`src/rtl/key_schedule_stream.sv`:
```
// Streaming AES key expander: emits the complete AES-128/192/256 round-key
// schedule one 32-bit word per valid/ready handshake, key length chosen per run.
module key_schedule_stream #(
  parameter int MAX_NK = 8,
  parameter int IDX_W  = 6,
  parameter bit EN_192 = 1'b1
) (
  input  logic                 clk,
  input  logic                 rst,
  input  logic                 start_i,
  input  logic [1:0]           key_len_i,
  input  logic [32*MAX_NK-1:0] key_i,
  output logic                 ready_o,
  output logic [31:0]          word_o,
  output logic [IDX_W-1:0]     word_idx_o,
  output logic                 word_valid_o,
  input  logic                 word_ready_i,
  output logic                 last_o,
  output logic                 done_o,
  output logic                 err_o
);
  localparam int PW = $clog2(MAX_NK);

  typedef enum logic [1:0] {IDLE, RUN, FIN} state_t;

  function automatic logic [7:0] xtime(input logic [7:0] b);
    return {b[6:0], 1'b0} ^ (b[7] ? 8'h1b : 8'h00);
  endfunction

  function automatic logic [7:0] gf_mul(input logic [7:0] a, input logic [7:0] b);
    logic [7:0] acc;
    logic [7:0] x;
    acc = 8'h00;
    x   = a;
    for (int k = 0; k < 8; k++) begin
      if (b[k]) acc = acc ^ x;
      x = xtime(x);
    end
    return acc;
  endfunction

  // S-box as GF(2^8) inverse (b^254 by repeated squaring) followed by the affine map.
  function automatic logic [7:0] sbox(input logic [7:0] b);
    logic [7:0] inv;
    logic [7:0] sq;
    inv = 8'h01;
    sq  = b;
    for (int k = 1; k < 8; k++) begin
      sq  = gf_mul(sq, sq);
      inv = gf_mul(inv, sq);
    end
    return inv ^ {inv[6:0], inv[7]} ^ {inv[5:0], inv[7:6]} ^
           {inv[4:0], inv[7:5]} ^ {inv[3:0], inv[7:4]} ^ 8'h63;
  endfunction

  state_t           state;
  logic [PW-1:0]    p_r;
  logic [PW-1:0]    nkm1_r;
  logic [PW-1:0]    nkm2_r;
  logic             nk8_r;
  logic [7:0]       rcon_r;
  logic [IDX_W-1:0] last_idx_r;
  logic [31:0]      key_r [MAX_NK];
  logic [31:0]      hist  [MAX_NK-1];  // hist[k] holds w[i-1-k] while word_o is w[i]

  // Key-length decode for the start request.
  logic             legal;
  logic [PW-1:0]    nkm1_d;
  logic [PW-1:0]    nkm2_d;
  logic             nk8_d;
  logic [IDX_W-1:0] last_d;

  always_comb begin
    // NOTE: every variable written here gets a default first, so no latch is inferred.
    legal  = 1'b1;
    nkm1_d = PW'(3);
    nkm2_d = PW'(2);
    nk8_d  = 1'b0;
    last_d = IDX_W'(43);
    case (key_len_i)
      2'd0: legal = 1'b1;
      2'd1: begin
        legal  = EN_192 && (MAX_NK >= 6);
        nkm1_d = PW'(5);
        nkm2_d = PW'(4);
        last_d = IDX_W'(51);
      end
      2'd2: begin
        legal  = (MAX_NK >= 8);
        nkm1_d = PW'(7);
        nkm2_d = PW'(6);
        nk8_d  = 1'b1;
        last_d = IDX_W'(59);
      end
      default: legal = 1'b0;
    endcase
  end

  // Next schedule word w[i+1] from the current word w[i] and the history window.
  logic [PW-1:0]    p_nxt;
  logic [IDX_W-1:0] idx_inc;
  logic             is_key;
  logic [31:0]      sb_in;
  logic [31:0]      sub;
  logic [31:0]      temp;
  logic [31:0]      word_nxt;
  logic             advance;

  always_comb begin
    p_nxt   = (p_r == nkm1_r) ? '0 : p_r + 1'b1;
    idx_inc = word_idx_o + 1'b1;
    is_key  = word_idx_o < IDX_W'(nkm1_r);
    sb_in   = (p_nxt == '0) ? {word_o[23:0], word_o[31:24]} : word_o;
    sub     = {sbox(sb_in[31:24]), sbox(sb_in[23:16]), sbox(sb_in[15:8]), sbox(sb_in[7:0])};
    temp    = word_o;
    if (p_nxt == '0)                    temp = sub ^ {rcon_r, 24'h000000};
    else if (nk8_r && p_nxt == PW'(4))  temp = sub;
    word_nxt = is_key ? key_r[p_nxt] : (hist[nkm2_r] ^ temp);
  end

  assign advance = (state == RUN) && word_valid_o && word_ready_i && !last_o;

  always_ff @(posedge clk) begin
    // NOTE: registers use non-blocking assignments so every one samples pre-edge values.
    if (rst) begin
      state        <= IDLE;
      ready_o      <= 1'b1;
      word_o       <= '0;
      word_idx_o   <= '0;
      word_valid_o <= 1'b0;
      last_o       <= 1'b0;
      done_o       <= 1'b0;
      err_o        <= 1'b0;
      rcon_r       <= 8'h01;
      p_r          <= '0;
      nkm1_r       <= PW'(3);
      nkm2_r       <= PW'(2);
      nk8_r        <= 1'b0;
      last_idx_r   <= IDX_W'(43);
    end else begin
      done_o <= 1'b0;
      err_o  <= 1'b0;
      case (state)
        IDLE: begin
          if (start_i) begin
            if (legal) begin
              state        <= RUN;
              ready_o      <= 1'b0;
              word_o       <= key_i[32*MAX_NK-1 -: 32];
              word_idx_o   <= '0;
              word_valid_o <= 1'b1;
              last_o       <= 1'b0;
              rcon_r       <= 8'h01;
              p_r          <= '0;
              nkm1_r       <= nkm1_d;
              nkm2_r       <= nkm2_d;
              nk8_r        <= nk8_d;
              last_idx_r   <= last_d;
            end else begin
              err_o <= 1'b1;
            end
          end
        end
        RUN: begin
          if (word_valid_o && word_ready_i) begin
            if (last_o) begin
              state        <= FIN;
              word_valid_o <= 1'b0;
              done_o       <= 1'b1;
            end else begin
              word_o     <= word_nxt;
              word_idx_o <= idx_inc;
              last_o     <= (idx_inc == last_idx_r);
              p_r        <= p_nxt;
              if (!is_key && p_nxt == '0) rcon_r <= xtime(rcon_r);
            end
          end
        end
        FIN: begin
          state   <= IDLE;
          ready_o <= 1'b1;
        end
        default: state <= IDLE;
      endcase
    end
  end

  // NOTE: key and history storage carry no reset; every entry is written before a run reads it.
  always_ff @(posedge clk) begin
    if (state == IDLE && start_i && legal) begin
      for (int k = 0; k < MAX_NK; k++) key_r[k] <= key_i[32*(MAX_NK-k)-1 -: 32];
    end
    if (advance) begin
      hist[0] <= word_o;
      for (int k = 1; k < MAX_NK-1; k++) hist[k] <= hist[k-1];
    end
  end

endmodule

```
`config.mk`:
```
export PLATFORM = sky130hd
export DESIGN_NAME = key_schedule_stream
export DESIGN_NICKNAME = d
export VERILOG_FILES = /design/src/rtl/key_schedule_stream.sv
export SDC_FILE = /design/constraint.sdc
export NUM_CORES = 2
export LEC_CHECK = 0
export CAP_MARGIN = 30
export CORE_MARGIN = 3
export CORE_UTILIZATION = 45
export DETAILED_ROUTE_END_ITERATION = 10
export SETUP_SLACK_MARGIN = 0.15
export SLEW_MARGIN = 20
export SYNTH_ARGS = -nofsm -noshare
export SYNTH_HDL_FRONTEND = slang
export SYNTH_SLANG_ARGS = --single-unit
```
`constraint.sdc`:
```
create_clock -name clk -period 25.1 [get_ports clk]
set_input_delay 3.765 -clock clk [delete_from_list [all_inputs] [get_ports clk]]
set_output_delay 3.765 -clock clk [all_outputs]
set_load 0.1 [all_outputs]
```
==> Word-level counts from Yosys, hierarchy flattened <==
Memory sizes are Yosys's and may differ from the RTL's. A register that Yosys moved wholly into a read port is not among the register bits.
Cells that the tools add are included.
{ "totals": {"regBits": 69, "ram_bits": 480, "inputBits": 262, "output_inout_bits": 43, "mem_count": 2} }
{ "classes": {"add_sub_neg": 2, "order_cmp": 1, "n_eq_ne": 13, "muxes": 868, "n_bitwise": 783, "reduce_logical": 25} }
{ "memory_table": {"columns": ["name", "depth", "width", "rd", "rd_clocked_by_memory_dff", "write_ports", "line_no", "source"], "rows": [
  ["key_r", 8, 32, 1, 0, 8, "63", "logic [31:0] key_r [MAX_NK];"],
  ["hist", 7, 32, 7, 1, 7, "64", "logic [31:0] hist [MAX_NK-1];"]
]} }
{ "op_table": {"columns": ["cell", "count"], "rows": [
  ["$mux 8", 425],
  ["$xor 8x8->8", 380],
  ["$xor 8x5->8", 365],
  ["$mux 5", 369],
  ["$mux 32", 8],
  ["$pmux 32 s2", 1],
  ["$xor 32x32->32", 2],
  ["$mux 6", 8],
  ["$mux 3", 11],
  ["$mux 7", 4],
  ["$not 1->1 const A", 28],
  ["$mux 1", 20],
  ["$pmux 3 s2", 3],
  ["$mux 2", 8],
  ["$mux 4", 4],
  ["$not 4->4", 4],
  ["$pmux 8 s2", 1],
  ["$pmux 6 s2", 1],
  ["$pmux 5 s2", 1],
  ["$reduce_and 5->1", 2],
  ["$reduce_or 3->1", 3],
  ["$logic_and 1x1->1", 8],
  ["$ne 2x2->1 const B", 4],
  ["$reduce_and 4->1", 2],
  ["18 further kinds", 30]
]} }

==> Logic depth before layout (Yosys ltp) <==
{ "logic_depth": {"depth_word": 143, "depth_mapped": 78, "depth_no_buf": 66} }

==> Worst setup path before layout <==
Ideal clock, no wire load.
{ "synth_timing": {"kind": "register to register", "startpoint": "reg word_o[31]", "endpoint": "reg word_o[27]", "setup_time_ns": 0.091, "arrival_ns": 17.026, "t_required_ns": 25.009, "setup_slack_ns": 7.983, "stages_incl_launch_ff": 71, "n_path_buf": 8, "path_cell_list": "dfxtp_1 > clkbuf_1 > o21ai_0 > o22a_2 > inv_2 > buf_4 > ha_1 > clkbuf_1 > xor2_1 > nand2_1 > nand3_1 > a22o_1 > xnor2_1 > inv_1 > ha_1 > clkbuf_1 > inv_1 > nor2_1 > (+35 left out) > a2111oi_4 > or4_1 > a31oi_1 > or3_1 > a32o_1 > a222oi_1 > xnor2_1 > mux2i_1 > xor2_2 > nor2b_1 > xnor2_2 > xor3_2 > xnor3_1 > nand3_1 > o21ai_0 > a2111oi_0 > o21ai_1 > a311oi_1"} }
{ "synth_via": {"elab_chain_cells": 136, "elab_cells_between_ends": 394, "classes_between": "mux (206); bitwise (188)"} }
{ "synth_lines": {"columns": ["item", "line_no", "source"], "rows": [
  ["start, declared", "14", "output logic [31:0] word_o,"],
  ["start signal, assigned", "149", "word_o <= key_i[32*MAX_NK-1 -: 32];"],
  ["start signal, assigned", "171", "word_o <= word_nxt;"],
  ["$mux 32 (*)", "113", "sb_in = (p_nxt == '0) ? {word_o[23:0], word_o[31:24]} : word_o;"],
  ["$mux 5 or $mux 8 (tied branches)", "27, 36", null],
  ["$xor 8x5->8 or $xor 8x8->8 (tied branches)", "27, 36", null],
  ["$xor 8x8->8 or $mux 8 (tied branches)", "36", "if (b[k]) acc = acc ^ x;"],
  ["$mux 8 or $xor 8x8->8 (tied branches)", "36", null],
  ["$xor 8x8->8 or $mux 8 (tied branches)", "36", null],
  ["$mux 8 or $xor 8x8->8 (tied branches)", "36", null],
  ["$xor 8x8->8 or $mux 8 (tied branches)", "36", null],
  ["(+120 left out)", null, null],
  ["$xor 8x8->8 (*)", "53", "{inv[4:0], inv[7:5]} ^ {inv[3:0], inv[7:4]} ^ 8'h63;"],
  ["$mux 32 or $xor 32x32->32 (tied branches)", "117, 116", null],
  ["$mux 32 (*)", "116", "if (p_nxt == '0) temp = sub ^ {rcon_r, 24'h000000};"],
  ["$xor 32x32->32 (*)", "118", "word_nxt = is_key ? key_r[p_nxt] : (hist[nkm2_r] ^ temp);"],
  ["$mux 32 (*)", "118", null],
  ["$mux 32 (*)", "166", "if (last_o) begin"],
  ["$mux 32 (*)", "165", "if (word_valid_o && word_ready_i) begin"],
  ["$pmux 32 s2 (*)", "143", "case (state)"]
]} }
Mark *: on every way between the ends. The rest lies on a longest branch, timed or not. The select of a mux whose other input is x is not followed.
A chain may end at the register's enable or synchronous reset.

==> Worst setup path in the final report <==
{ "layout_timing": {"startpoint": "reg p_r[0]", "endpoint": "reg word_o[17]"} }
{ "layout_via": {"elab_chain_cells": 140, "elab_cells_between_ends": 406, "classes_between": "add/sub (1); eq/ne (2); mux (211); bitwise (189); reduce/logical (2); memory (1)"} }
{ "layout_lines": {"columns": ["item", "line_no", "source"], "rows": [
  ["start, declared", "57", "logic [PW-1:0] p_r;"],
  ["start signal, assigned", "174", "p_r <= p_nxt;"],
  ["$add 3x1->3 or $eq 3x3->1 (tied branches)", "110", "p_nxt = (p_r == nkm1_r) ? '0 : p_r + 1'b1;"],
  ["$mux 3 (*)", "110", null],
  ["$logic_not 3->1", "113, 116", null],
  ["$mux 32", "113", null],
  ["$mux 5, or another cell as far along", "27", "return {b[6:0], 1'b0} ^ (b[7] ? 8'h1b : 8'h00);"],
  ["$xor 8x5->8 or $xor 8x8->8 (tied branches)", "27, 36", null],
  ["$xor 8x8->8 or $mux 8 (tied branches)", "36", null],
  ["$mux 8 or $xor 8x8->8 (tied branches)", "36", null],
  ["(+124 left out)", null, null],
  ["$not 4->4 (no source line)", null, null],
  ["$mux 32 or $xor 32x32->32 (tied branches)", "117, 116", null],
  ["$mux 32", "116", null],
  ["$xor 32x32->32", "118", null],
  ["$mux 32 (*)", "118", null],
  ["$mux 32 (*)", "166", null],
  ["$mux 32 (*)", "165", null],
  ["$pmux 32 s2 (*)", "143", null]
]} }
Marks and branches as above.

==> results.md <==
- Run status: finished, final reports clean
- Crit start category: flip-flop
- Largest net degree at the start of global routing: 93
- Synthesis-to-finish area growth: 10.7%
- Worst flop-to-flop path endpoint: word_o[17]$_SDFFE_PP0P_
- Hold_buf cts: 0
- Area share of fa/ha/maj cells after synthesis: 0.565%
- Pin slew with the least headroom to its limit: 1.05 ns
- Cell Area, Synth: 0.0798 mm^2
- Compound-gate portion of the synthesized area: 17.4%
- Biggest area consumer among synthesized cells: xnor2_1
- Clock Sinks: 541
- R2r worst-path depth: 62
- Metal-1 WL: 116000 um
- Ys async rst share: 0%
- Grt total ovfl: 0
- Slowest cell on the critical path: xnor2_1
- Final Slew Violations: 0
- Predominant post-synthesis flop cell: edfxtp_1
- Worst Setup End Kind: flip-flop
- WL met3: 21300 um
- Min-delay src: hist[3][16]$_DFFE_PP_
- Ports: 305
- H-tree depth: 2
- Uppermost layer routed: met5
- Vias per cell: 6.06
- DR iter-0 viols: 7928
- Number of synthesized flops with an enable pin: 480
- Core area: 0.175 mm^2
- CP max FO: 49
- Rows: 153
- Hold Crit Depth: 0
- CTS root buffer: clkbuf_16
- Reg-to-reg critical path startpoint: p_r[0]$_SDFFE_PP0P_
- Yosys top cell area share: 18.4%
- Drt wl/cell: 21.8 um
- Die Y: 427 um
- Initial antenna violation count: 12
- Total wire length: 264000 um
- Tightest Hold Check Type: reg -> reg
- CTS tree: built
- Crit path launch: p_r[0]$_SDFFE_PP0P_
- Post-CTS Setup Inserts: 0
- Hold Fails Final Rpt: 0
- CP arrival: 21.31 ns
- Clock transition at the registers of the reported paths: 0.06 ns
- Post-Synth Simple-Gate Area: 18.4%
- Syn_area_per_cell: 8.25 um^2
- Total track usage: 27.4%
- Syn Inst Count: 9667
- Remaining DRCs: 0
- Hpwl dp: 190000 um
- Max Clk Rate: 0.0481 GHz
- I/O Buffers: 304
- Xor and xnor area share after synthesis: 35.0%
- Final Critical Period: 20.79 ns
- WS Path Type: reg -> reg
- Final Cycle Share: 82.8%
- Post-synthesis mux area share: 5.10%
- Clock Latency Late Sink: 0.66 ns
- Reg2reg setup slack: 4.31 ns
- RSZ-0062 raised after global routing: no
- Initial core utilization: 45.6%
- Synth top area cells: xnor2_1, edfxtp_1, xnor3_1
- Largest family of logic cells by synthesized area: XOR/XNOR gates
- Critical path's largest stage delay: 0.82 ns
- Num CTS Buffers: 58
- CTS Buffer Depth: 3
- Setup violators final: 0
- Total number of vias: 73500
- Post-synthesis sequential element count: 541
- Antenna-violating nets left: 0
- Met2 wire len: 121000 um
- Layout cells sized above 1: 9.16%
- # nets final: 10000
- GPL Wtd Cong: 0.951
- Unique cell type count in the Yosys netlist: 122
- Cts repair resizes: 0
- Sequential area share after synthesis: 19.6%
- Clk_skew: 0.0734 ns
- First-pass GRT wire length: 405000 um
- Slew margin rel.: 29.6%
- Area of the die: 0.182 mm^2
- Vias in the first global route: 68000
- Req. time, crit path: 25.61 ns
- Setup TNS: 0 ns
- Die X: 427 um
- Syn_nets: 9965
- First-pass detailed-route iteration total: 8
- CP dominant cell by count: xnor2_1
- Max-cap violations: 0
- Synth warn: 0
- Hold EP: hist[4][16]$_DFFE_PP_
[through the flow]
stage	hold slack (ns)	util (%)	cells	worst slack [ns]	area [um^2]
3_5_place_dp	0.405	49.2	12000	3.93	86100
5_1_grt	0.389	50.5	12100	2.62	88300
4_1_cts	0.364	50.3	12100	3.82	88000
3_3_place_gp	0.400	48.9	12000	4.63	85600
2_1_floorplan	0.400	-	9667	7.98	79800
6_report	0.370	50.5	12100	4.31	88300
[kinds of logic (layout without fill, tap and decap cells)]
family                   after synthesis  after routing
AO/OA/AOI/OAI                       2115           2115
other                                  0             11
adder cells (fa/ha/maj)               36             36
AND/OR/NAND/NOR                     3332           3332
buffers and inverters                759            872
multiplexers                         318            318
flip-flops                           541            541
XOR/XNOR                            2566           2566
[layout by cell type (no fill, tap or decap), drive strengths merged, types with 37 or more instances in the layout]
| cell | n |
|---|---|
| xnor2 | 1780 |
| nor2 | 1268 |
| nand2 | 1029 |
| o21ai | 514 |
| a21oi | 511 |
| xor2 | 497 |
| edfxtp | 480 |
| buf | 351 |
| clkdlybuf4s50 | 291 |
| nor3 | 280 |
| xnor3 | 255 |
| nand3 | 238 |
| mux2i | 209 |
| o22ai | 142 |
| a31oi | 99 |
| inv | 99 |
| a211oi | 96 |
| and3 | 87 |
| o211ai | 86 |
| clkbuf | 82 |
| a22oi | 72 |
| mux4 | 66 |
| dfxtp | 61 |
| nand2b | 59 |
| o31ai | 59 |
| and2 | 56 |
| nand4 | 51 |
| nor4 | 50 |
| or3 | 48 |
| a311oi | 47 |
| o21a | 43 |
| mux2 | 43 |
| a221oi | 43 |
| clkinv | 43 |
| nor2b | 42 |
| or2 | 37 |
[layout make-up]
type                    instances  area, um^2
diodes                         11        27.5
clock buffers                  76        1560
clock inverters                33         374
fillers                     16600       86600
inverters                     115         448
multi-input cells            8367       61400
flip-flops and latches        541       15600
well taps                    2325        2910
repair buffers                648        5970
[Yosys cell counts, drive strengths merged (34+ instances only)]
cell type and instances:
xnor2 1780, nor2 1268, nand2 1029, o21ai 514, a21oi 511, xor2 497, edfxtp 480, clkbuf 441
nor3 280, xnor3 255, nand3 238, mux2i 209, buf 203, o22ai 142, a31oi 99, a211oi 96
inv 96, and3 87, o211ai 86, a22oi 72, mux4 66, dfxtp 61, nand2b 59, o31ai 59
and2 56, nand4 51, nor4 50, or3 48, a311oi 47, a221oi 43, mux2 43, o21a 43
nor2b 42, or2 37, ha 36, a21o 35, xor3 34
[flip-flops by register name (all words and copies together), names as in the netlist, 2 cells and up, named ones only]
name / flops
key_r: 256
word_idx_o: 6
rcon_r: 8
hist: 224
p_r: 3
word_o: 32
nkm1_r: 2
state: 2
[metal layers]
layer / vias to the layer above / global-route usage, %
met5: - / 0
met2: 3083 / 44.6
met4: 12 / 5.40
met3: 326 / 3.48
li1: 34400 / -
met1: 35700 / 39.0
[critical path: cells and delay by family, from the launching register on]
kind	cells	cell delay, ns
mux	2	0.59
xor+xnor	36	13.34
buf+inv	6	1.35
simple gates	6	1.51
fa+ha+maj	3	1.41
compound gates	9	1.82
flops	1	0.53
[worst max-delay path by stage]
| stage | to | cells after the start | slack (ns) |
|---|---|---|---|
| after global routing | word_o[3]$_SDFFE_PP0P_ | 67 | 2.62 |
| after CTS | word_o[3]$_SDFFE_PP0P_ | 65 | 3.82 |
| after floorplan | word_o[27]$_SDFFE_PP0P_ | 70 | 7.98 |
| after detailed placement | word_o[3]$_SDFFE_PP0P_ | 65 | 3.93 |
| after global placement | word_o[0]$_SDFFE_PP0P_ | 65 | 4.63 |
| final | word_o[17]$_SDFFE_PP0P_ | 62 | 4.31 |
Power is not shown: default switching activity piles up to over one toggle a cycle in this logic, so the estimate is an artifact.
